==> src/rtl/race_audio_arbiter.sv <==
// rtl/race_audio_arbiter.sv - shares the PWM audio pins between background music and three game-event tone effects
// Effects preempt music by fixed priority crash > finish > start; each plays four notes and is followed by a silent gap.
module race_audio_arbiter #(
  parameter int NOTE_CYCLES = 25_000_000,
  parameter int GAP_CYCLES  = 5_000_000,
  parameter int TONE_SHIFT  = 0
) (
  input  logic       clk,
  input  logic       reset,
  input  logic       start_en,
  input  logic       finish_en,
  input  logic       crash_en,
  input  logic       pause,
  input  logic       music_pwm,
  input  logic       music_aud_on,
  output logic       pwm,
  output logic       aud_on,
  output logic [1:0] fx_src,
  output logic       fx_done
);
  typedef enum logic [1:0] {IDLE, PLAY, GAP} state_t;

  localparam logic [24:0] NOTE_LAST = 25'(NOTE_CYCLES - 1);
  localparam logic [22:0] GAP_LAST  = 23'(GAP_CYCLES - 1);

  state_t      state;
  logic [1:0]  src;
  logic [1:0]  note_idx;
  logic [24:0] note_cnt;
  logic [22:0] gap_cnt;
  logic [16:0] tone_cnt;
  logic        pwm_fx;
  logic [3:1]  pending;
  logic [3:1]  prev;

  logic [3:1]  level;
  logic [3:1]  rise;
  logic [3:1]  eff;
  logic [1:0]  top;
  logic        rise_cur;
  logic        do_grant;
  logic [1:0]  grant_src;
  logic [3:1]  grant_mask;
  logic [16:0] hp;

  function automatic logic [16:0] tone_hp(input logic [1:0] s, input logic [1:0] n);
    logic [16:0] raw;
    logic [16:0] shifted;
    raw = 17'd0;
    case (s)
      2'd1: raw = (n == 2'd3) ? 17'd50000 : 17'd100000;
      2'd2: begin
        case (n)
          2'd0:    raw = 17'd80000;
          2'd1:    raw = 17'd60000;
          2'd2:    raw = 17'd50000;
          default: raw = 17'd40000;
        endcase
      end
      2'd3: begin
        case (n)
          2'd0:    raw = 17'd50000;
          2'd1:    raw = 17'd60000;
          2'd2:    raw = 17'd70000;
          default: raw = 17'd80000;
        endcase
      end
      default: raw = 17'd0;
    endcase
    shifted = raw >> TONE_SHIFT;
    tone_hp = (shifted == 17'd0) ? 17'd1 : shifted;
  endfunction

  assign level = {crash_en, finish_en, start_en};
  assign rise  = level & ~prev;
  // Same-cycle edges count as pending so a grant never waits an extra cycle.
  assign eff   = pending | rise;
  assign hp    = tone_hp(src, note_idx);

  always_comb begin
    top = 2'd0;
    if (eff[3])      top = 2'd3;
    else if (eff[2]) top = 2'd2;
    else if (eff[1]) top = 2'd1;

    rise_cur = (src == 2'd1 && rise[1]) || (src == 2'd2 && rise[2]) || (src == 2'd3 && rise[3]);

    do_grant  = 1'b0;
    grant_src = top;
    case (state)
      IDLE: do_grant = (top != 2'd0);
      PLAY: begin
        // Higher priority preempts; a re-edge of the playing source restarts it.
        do_grant  = (top > src) || rise_cur;
        grant_src = (top > src) ? top : src;
      end
      default: do_grant = (gap_cnt == GAP_LAST) && (top != 2'd0);
    endcase

    grant_mask = {grant_src == 2'd3, grant_src == 2'd2, grant_src == 2'd1};
  end

  always_ff @(posedge clk) begin
    if (reset) begin
      state    <= IDLE;
      src      <= 2'd0;
      note_idx <= 2'd0;
      note_cnt <= 25'd0;
      gap_cnt  <= 23'd0;
      tone_cnt <= 17'd0;
      pwm_fx   <= 1'b0;
      pending  <= 3'b000;
      prev     <= level;
      pwm      <= 1'b0;
      aud_on   <= 1'b0;
      fx_src   <= 2'd0;
      fx_done  <= 1'b0;
    end else begin
      prev    <= level;
      fx_done <= 1'b0;
      pending <= do_grant ? (eff & ~grant_mask) : eff;

      case (state)
        IDLE: begin
          pwm    <= music_pwm & ~pause;
          aud_on <= music_aud_on & ~pause;
          fx_src <= 2'd0;
        end
        PLAY: begin
          pwm    <= pwm_fx;
          aud_on <= 1'b1;
          fx_src <= src;
        end
        default: begin
          pwm    <= 1'b0;
          aud_on <= 1'b0;
          fx_src <= 2'd0;
        end
      endcase

      if (do_grant) begin
        state    <= PLAY;
        src      <= grant_src;
        note_idx <= 2'd0;
        note_cnt <= 25'd0;
        tone_cnt <= 17'd0;
        pwm_fx   <= 1'b0;
      end else begin
        case (state)
          PLAY: begin
            if (note_cnt == NOTE_LAST) begin
              note_cnt <= 25'd0;
              tone_cnt <= 17'd0;
              pwm_fx   <= 1'b0;
              if (note_idx == 2'd3) begin
                fx_done <= 1'b1;
                state   <= GAP;
                gap_cnt <= 23'd0;
              end else begin
                note_idx <= note_idx + 2'd1;
              end
            end else begin
              note_cnt <= note_cnt + 25'd1;
              if (tone_cnt == hp - 17'd1) begin
                tone_cnt <= 17'd0;
                pwm_fx   <= ~pwm_fx;
              end else begin
                tone_cnt <= tone_cnt + 17'd1;
              end
            end
          end
          GAP: begin
            if (gap_cnt == GAP_LAST) state <= IDLE;
            else gap_cnt <= gap_cnt + 23'd1;
          end
          default: ;
        endcase
      end
    end
  end
endmodule

==> config.mk <==
export PLATFORM = sky130hd
export DESIGN_NAME = race_audio_arbiter
export DESIGN_NICKNAME = d
export VERILOG_FILES = /design/src/rtl/race_audio_arbiter.sv
export SDC_FILE = /design/constraint.sdc
export NUM_CORES = 1
export LEC_CHECK = 0
export CELL_PAD_IN_SITES_DETAIL_PLACEMENT = 0
export CELL_PAD_IN_SITES_GLOBAL_PLACEMENT = 1
export CORE_ASPECT_RATIO = 1.5
export CORE_MARGIN = 10
export CORE_UTILIZATION = 30
export CTS_CLUSTER_SIZE = 24
export DETAILED_ROUTE_END_ITERATION = 8
export PLACE_DENSITY = 0.53
export RECOVER_POWER = 100
export SYNTH_ARGS = -nofsm -noshare
export SYNTH_HDL_FRONTEND = slang
export SYNTH_SLANG_ARGS = --single-unit
==> constraint.sdc <==
create_clock -name clk -period 3.31 [get_ports clk]
set_input_delay 0.8275 -clock clk [delete_from_list [all_inputs] [get_ports clk]]
set_output_delay 0.8275 -clock clk [all_outputs]
set_load 0.05 [all_outputs]
Yosys cells after proc, flatten, opt, wreduce, memory -nomap -nowiden --
Index checks and enable logic that the tools add are counted.
Storage, ports and cells: register bits 83, output and inout bits 5, word-level logic and storage cells 105
Cells by class: add/subtract/negate cells 5, magnitude comparators 1, equality and inequality tests 21, muxes and demuxes 29, bitwise gates (word level) 13, reductions and logical operators 22
Operators with widths (number):
- 17-bit one-hot mux with 3 select lines | 3
- 23-bit two-way mux | 3
- 17-bit two-way mux | 4
- 23-bit one-hot mux with 2 select lines | 1
- 25-bit by 1-bit adder with 25-bit output (second input constant) | 1
- 25-bit == test (second input constant) | 1
- 25-bit two-way mux | 1
- 23-bit by 1-bit adder with 23-bit output (second input constant) | 1
- 23-bit == test (second input constant) | 1
- 17-bit by 1-bit adder with 17-bit output (second input constant) | 1
- 17-bit == test | 1
- 17-bit logical NOT | 1
- 17-bit by 1-bit subtractor with 17-bit output (second input constant) | 1
- 2-bit == test (second input constant) | 7
- 2-bit two-way mux | 7
- 3-bit != test (second input constant) | 3
- 2-bit by 1-bit == test with 1-bit output (second input constant) | 4
- 2-bit != test (second input constant) | 4
- 4-bit AND reduction | 2
- 3-bit bitwise AND | 2
- 1-bit inverter | 6
- 3-bit inverter | 2
- 1-bit one-hot mux with 2 select lines | 3
- 2-bit nonzero test | 3
- 16 further kinds | 28

Longest topological paths before layout --
Gate-level depths: netlist of run 1.
depth in word-level cells 13, gate-level depth with buffers 13, gate-level depth less buffers 11

Least setup slack after synthesis of run 1 --
No wires, ideal clock.
kind input-to-reg, from in crash_en, to reg gap_cnt[22], data arrival time 3160 ps, required time 3239 ps, path slack 79 ps, stages on the path 12, path buffers 1, path through nor2b_1 > nor2_1 > nand2_1 > ha_1 > nor2b_1 > o21ai_0 > nand4_1 > a21boi_1 > o21ai_2 > buf_6 > or4_1 > a21oi_1
On the way: longest elaborated chain between the ends 8, elaborated cells on any way between the ends 12
Ends and longest elaborated chain:
- from (decl) | line 12 | input logic crash_en,
- 3-bit bitwise AND (*) | line 75 | assign rise = level & ~prev;
- 3-bit bitwise OR | line 77 | assign eff = pending | rise;
- 2-bit two-way mux | line 82 | if (eff[3]) top = 2'd3;
- 2-bit greater-than comparator or 2-bit nonzero test (tied branches) | line 94, 91, 97
- 1-bit logical OR or 1-bit logical AND (tied branches) | line 94, 97
- 1-bit one-hot mux with 2 select lines (*) | line 90 | case (state)
- 1-bit inverter (no line) (*)
- 5-bit AND reduction (no line) (*)
- to (signal assigned) | line 174 | else gap_cnt <= gap_cnt + 23'd1;
- to (decl) | line 30 | logic [22:0] gap_cnt;
Mark *: on every way between the ends. The rest lies on a longest branch, timed or not. A chain may end at the register's enable or synchronous reset.

Worst setup path in the final report of run 1 --
from in crash_en, to reg gap_cnt[15]
The elaborated chain is that of the path after synthesis.

==> flow_summary.json, run 1 <==
{
  "n_antenna_cell": 0,
  "ctsHtreeMaxLevel": 3,
  "grt_setup_unrepaired": "false",
  "stdcell_count": 807,
  "postSynthAreaPerCell_um2": 8.21,
  "ys_seq_area_frac": 0.361,
  "post-route-min-period_ns": 3.14,
  "synth_seq_cells": 83,
  "path_cells": "dlygate4sd2_1, nor2b_1, nor2_1, nand2_1, ha_1, nor2b_1, o21ai_1, nand4_1, a21boi_2, buf_4, o211ai_1, clkbuf_2, or4_1, a21oi_2",
  "final_layout_size_suffix_gt1_frac": 0.132,
  "max_freq_ghz": 0.319,
  "drc": 0,
  "fin_area_um2": 5580,
  "grt_pass1_wl_um": 21600,
  "path_clk_slew_ns": 0.07,
  "worstSetupEndpointType": "register",
  "port_buffers": 12,
  "clock_sinks": 83,
  "ant_nets": 0,
  "numCtsBuffers": 9,
  "cts_buffer_depth": 2,
  "rows": 55,
  "cpMaxStageDelayCell": "or4_1",
  "grt_max_degree": 29,
  "ir_drop_mv": 0.207,
  "p_int_w": 0.00201,
  "p_per_area_nw_per_um2": 543,
  "fin_crit_sh": 0.948,
  "cp_slowest_stage_delay_ns": 0.43,
  "grt_busiest_layer": "met2",
  "cap_violations": 0,
  "first_global_vias": 4308,
  "initial_core_util": 0.306,
  "globalplace.congestion": 0.809,
  "synth_warnings": 0,
  "cts_root_buffer": "clkbuf_16",
  "antenna_found_initial": 0,
  "skew_ns": 0.0113,
  "slew_headroom": 0.485,
  "critPathKind": "in -> reg",
  "finish.net_count": 623,
  "required_ns": 3.59,
  "power_frac_seq": 0.352,
  "cts_tree": "done",
  "syn_inst": 561,
  "utilization": 0.370,
  "cp.arrival_ns": 3.42,
  "wirelength_um": 13000,
  "synth.distinct_cells": 70,
  "clock_latency_ns": 0.35,
  "ios": 13,
  "met2_usage": 0.247,
  "setup_violations": 0,
  "synth_edf_count": 0,
  "rrSetupSlack_ns": 0.27,
  "grt.met1_usage": 0.131,
  "swShare": 0.335,
  "async_reset_ff_frac": 0,
  "dp_hpwl_um": 9730,
  "dr_total_vias": 4197,
  "start_kind": "input pin",
  "tightestPinTransition_ns": 0.772,
  "p_leak_nw": 1.93,
  "area_delta_synth_final_pct": 21.0,
  "placed_cell_area_um2": 5220,
  "p_switching_w": 0.00102,
  "hold_viol_final": 0,
  "die_width_um": 121,
  "synth_nets": 581,
  "slew_viol_final": 0,
  "core_um2": 15100,
  "crit_top_cell": "nor2b_1",
  "synth_top_flop_cell": "dfxtp_1",
  "status": "finished, final reports clean",
  "wire_per_inst_um": 16.1,
  "p_clk_frac": 0.342,
  "drt_iter0_markers": 158,
  "firstDrtPassIters": 4,
  "grt.overflow.total": 0,
  "die_y_um": 172,
  "syn_area_um2": 4610,
  "die_area_um2": 20800,
  "grtUsageMet3": 0.0184,
  "place_inst": 786,
  "hold_path.class": "reg -> reg",
  "avgViaCountPerCell": 5.20,
  "p_comb_frac": 0.306,
  "cp_max_fo": 5,
  "grt_util_all_layers": 0.130
}
## critical path, delay by kind of cell
family / cells / cell delay (ns)
and+or+nand+nor: 6 / 1.08
adders and majority gates: 1 / 0.30
buffers and inverters: 3 / 0.60
AOI/OAI and AO/OA: 4 / 0.61
## cells by family after synthesis
logic type      Yosys count  synth area share
mux                       4           0.00923
fa+ha+maj                12            0.0326
buf+inv                  42            0.0391
flops                    83             0.361
xor+xnor                 53             0.101
simple gates            259             0.297
compound gates          108             0.161
## Yosys cell counts, types with 13 or more instances
library cell  instances  share of area
o21ai_0              20          0.022
clkbuf_1             19          0.015
nand4_1              21          0.029
nor3_1               31          0.034
nor2_1               59          0.048
xnor2_1              17          0.032
dfxtp_1              83           0.36
a21oi_1              29          0.032
nand2_1              45          0.037
xor2_1               36          0.068
inv_1                13          0.011
nand3_1              19          0.021
## final cells by class
class	count	area [um2]
Fill cell	1586	9490
Multi-Input combinational cell	436	2820
Sequential cell	83	1660
Timing Repair Buffer	58	485
Tap cell	199	249
Clock buffer	10	229
Clock inverter	6	71.3
Inverter	15	56.3
## power by group through the flow
stage / Sequential (W) / Combinational [W] / Clock (W)
CTS: 0.00107 / 0.000945 / 0.00106
floorplan: 0.00108 / 0.000557 / 0
detailed placement: 0.00109 / 0.000913 / 0
global placement: 0.00109 / 0.000921 / 0
finish: 0.00107 / 0.000927 / 0.00104
global route: 0.00107 / 0.00102 / 0.00110
## path summary, 6_finish.rpt
check / from / endpoint / cells past startpoint
min reg2reg: note_cnt[1]$_SDFFE_PP0P_ / note_cnt[1]$_SDFFE_PP0P_ / 2
min: note_cnt[1]$_SDFFE_PP0P_ / note_cnt[1]$_SDFFE_PP0P_ / 2
max: crash_en / gap_cnt[15]$_SDFFE_PP0P_ / 14
max reg2reg: note_idx[1]$_SDFFE_PP0P_ / tone_cnt[1]$_SDFFE_PP0P_ / 10
## flip-flops by register name (all words and copies together), names as in the netlist
register,flops
note_cnt,25
gap_cnt,23
tone_cnt,17
pending,3
prev,3
fx_src,2
note_idx,2
src,2
state,2
aud_on,1
fx_done,1
pwm,1
pwm_fx,1
## stage by stage
step	setup TNS [ns]	hold WS, ns	total power (W)	worst slack [ns]
finish	0	0.471	0.00303	0.173
CTS	0	0.474	0.00307	0.00346
floorplan	0	0.444	0.00164	0.0795
global route	0	0.502	0.00320	0.00695
detailed placement	-17.37	0.464	0.00200	-0.458
global placement	-12.32	0.459	0.00201	-0.348
## layout by cell type, fill, tap and decap left out, types with 7 or more instances in the layout
| cell type | n |
|---|---|
| o211ai_1 | 8 |
| buf_4 | 30 |
| nor2b_1 | 7 |
| dfxtp_1 | 83 |
| o21ai_0 | 19 |
| nor2_1 | 58 |
| or3_1 | 11 |
| and3_1 | 12 |
| nand2_1 | 45 |
| clkbuf_16 | 9 |
| xor2_1 | 36 |
| nand2b_1 | 7 |
| nand4_1 | 21 |
| inv_1 | 13 |
| clkbuf_1 | 8 |
| a21oi_1 | 26 |
| ha_1 | 12 |
| xnor2_1 | 17 |
| nand3_1 | 19 |
| nor3_1 | 31 |
## per-layer routing
layer	up-vias	part of all wire	wire length, um
met4	0	0.046	596
met2	72	0.54	6990
met5	-	0	0
met1	1985	0.39	5120
li1	2108	-	-
met3	32	0.023	295
## timing repair
item | CTS | global route
setup buffers | 3 | 0
hold buffers | 0 | 0
setup endpoints to repair | 14 | 37
cloned | 2 | 0
gates resized for setup | 9 | 11
pin swaps | 9 | 6
Power figures use the tool's default switching activity.
==> run 2, diff against run 1 <==
CAP_MARGIN = 40   (was not set)
REMOVE_ABC_BUFFERS = 1   (was not set)
TNS_END_PERCENT = 5   (was not set)
==> flow_summary.json, run 2 (synthesized netlist as in run 1, its figures left out) <==
{
  "path_cells": "clkdlybuf4s25_1, nor2b_1, nor2_1, nand2_1, ha_1, nor2b_1, o21ai_1, nand4_1, a21boi_2, o211ai_1, buf_4, or4_4, a21oi_2",
  "fillCellCount": 1556,
  "path_clk_slew_ns": 0.07,
  "finish.net_count": 624,
  "cp_slowest_stage_delay_ns": 0.42,
  "cts_tree": "done",
  "grt_pass1_wl_um": 21600,
  "firstDrtPassIters": 4,
  "largest_register_ff_count": 25,
  "setup_ws_ns": 0.163,
  "ir_drop_mv": 0.222,
  "rows": 55,
  "ant_nets": 0,
  "tightestPinTransition_ns": 0.558,
  "dp_hpwl_um": 9460,
  "fin_crit_sh": 0.951,
  "globalplace.congestion": 0.776,
  "grt_max_degree": 35,
  "path_buf_inv": 2,
  "core_um2": 15100,
  "ios": 13,
  "setup_violations": 0,
  "hold_path.class": "reg -> reg",
  "skew_ns": 0.00880,
  "p_per_area_nw_per_um2": 528,
  "ctsHtreeMaxLevel": 3,
  "first_global_vias": 4287,
  "numCtsBuffers": 9,
  "antenna_found_initial": 0,
  "drt_iter0_markers": 225,
  "grt_setup_unrepaired": "true",
  "critPathKind": "in -> reg",
  "initial_core_util": 0.306,
  "clock_latency_ns": 0.34,
  "tns_ns": 0,
  "top_regs": "note_cnt: 25 flops, gap_cnt: 23 flops, tone_cnt: 17 flops",
  "wirelength_um": 12700,
  "grt_util_all_layers": 0.127,
  "worstSetupEndpointType": "register",
  "die_width_um": 121,
  "largest_register": "note_cnt",
  "cap_violations": 0,
  "place_inst": 789,
  "cpMaxStageDelayCell": "or4_4",
  "final_layout_size_suffix_gt1_frac": 0.138,
  "start_kind": "input pin",
  "clock_sinks": 83,
  "cts_root_buffer": "clkbuf_16",
  "post-route-min-period_ns": 3.15,
  "max_freq_ghz": 0.318,
  "grt.overflow.total": 0,
  "drc": 0,
  "dr_total_vias": 4211,
  "cp_max_fo": 8,
  "slew_viol_final": 0,
  "status": "finished, final reports clean",
  "port_buffers": 12,
  "place_ws_ns": -0.319,
  "n_antenna_cell": 0,
  "die_area_um2": 20800,
  "layout_commonest_cell": "dfxtp_1",
  "critPathTopFamily": "simple AND/OR/NAND/NOR gates",
  "slew_headroom": 0.626,
  "wire_per_inst_um": 15.8,
  "holdBufCountCts": 0,
  "avgViaCountPerCell": 5.21,
  "crit_top_cell": "nor2b_1",
  "area_delta_synth_final_pct": 20.0,
  "cts_buffer_depth": 2,
  "required_ns": 3.59,
  "p_leak_nw": 1.92,
  "stdcell_count": 808,
  "final_cell_mix": "dfxtp_1 (83), nor2_1 (58), nand2_1 (45), xor2_1 (36), buf_4 (34)",
  "die_y_um": 172,
  "cp.arrival_ns": 3.42,
  "hold_viol_final": 0
}
==> run 2: cell types whose count changed in the layout (fill, tap and decap cells not counted), sizes merged <==
cell	before	now
clkbuf	20	23
clkdlybuf4s25	1	3
dlygate4sd2	2	0
bufinv	1	0
clkdlybuf4s15	1	0
clkinv	2	3
clkinvlp	2	1
==> run 2: worst min-delay path, stage by stage (launching register included) <==
cell and delay [ns]:
dfxtp_1 0.32, nand2_1 0.06, a21oi_1 0.05
==> run 2: worst paths after layout <==
path	startpoint	to	slack, ns	cells past startpoint
worst min register to register	gap_cnt[1]$_SDFFE_PP0P_	gap_cnt[1]$_SDFFE_PP0P_	0.47	2
worst max register to register	note_idx[0]$_SDFFE_PP0P_	tone_cnt[1]$_SDFFE_PP0P_	0.18	10
worst min-delay path	gap_cnt[1]$_SDFFE_PP0P_	gap_cnt[1]$_SDFFE_PP0P_	0.47	2
worst max-delay path	crash_en	gap_cnt[15]$_SDFFE_PP0P_	0.16	13
==> run 2: cell type report <==
cell class              instances  area, um2  area share
clock inverters                 5       42.5     0.00769
inverters                      15       56.3      0.0102
well taps                     199        249      0.0450
clock buffers                  11        253      0.0457
repair buffers                 59        448      0.0810
multi-input cells             436       2820       0.510
flip-flops and latches         83       1660       0.300
==> run 2: power breakdown <==
part	internal [W]	switching, W	total, W
Sequential	0.00103	0.0000439	0.00107
Clock	0.000560	0.000439	0.000998
Combinational	0.000351	0.000497	0.000848
==> run 2: timing repair <==
action,in CTS,in global routing
endpoints found under the hold margin,0,0
setup buffers,0,2
endpoints found under the setup margin,0,61
resized for setup,0,18
==> run 2: metrics by stage <==
stage                     cell area [um2]  utilization  hold WS, ns  total power [W]
after global placement               5200        0.345        0.457          0.00195
after floorplan                      4480            -        0.438          0.00160
after detailed placement             5200        0.345        0.461          0.00195
final                                5530        0.367        0.470          0.00292
after global routing                 5530        0.367        0.491          0.00311
after CTS                            5500        0.365        0.471          0.00297
==> run 2: layer usage <==
layer / wire length (um) / track usage
met1: 5440 / 0.147
met2: 6740 / 0.230
met3: 268 / 0.0167
met4: 286 / 0.0515
met5: 0 / 0
==> run 3, diff against run 2 <==
SKIP_CTS_REPAIR_TIMING = 1   (was not set)
==> results of run 3 <==
Final layout, timing and power as in run 2 (identical DEF).
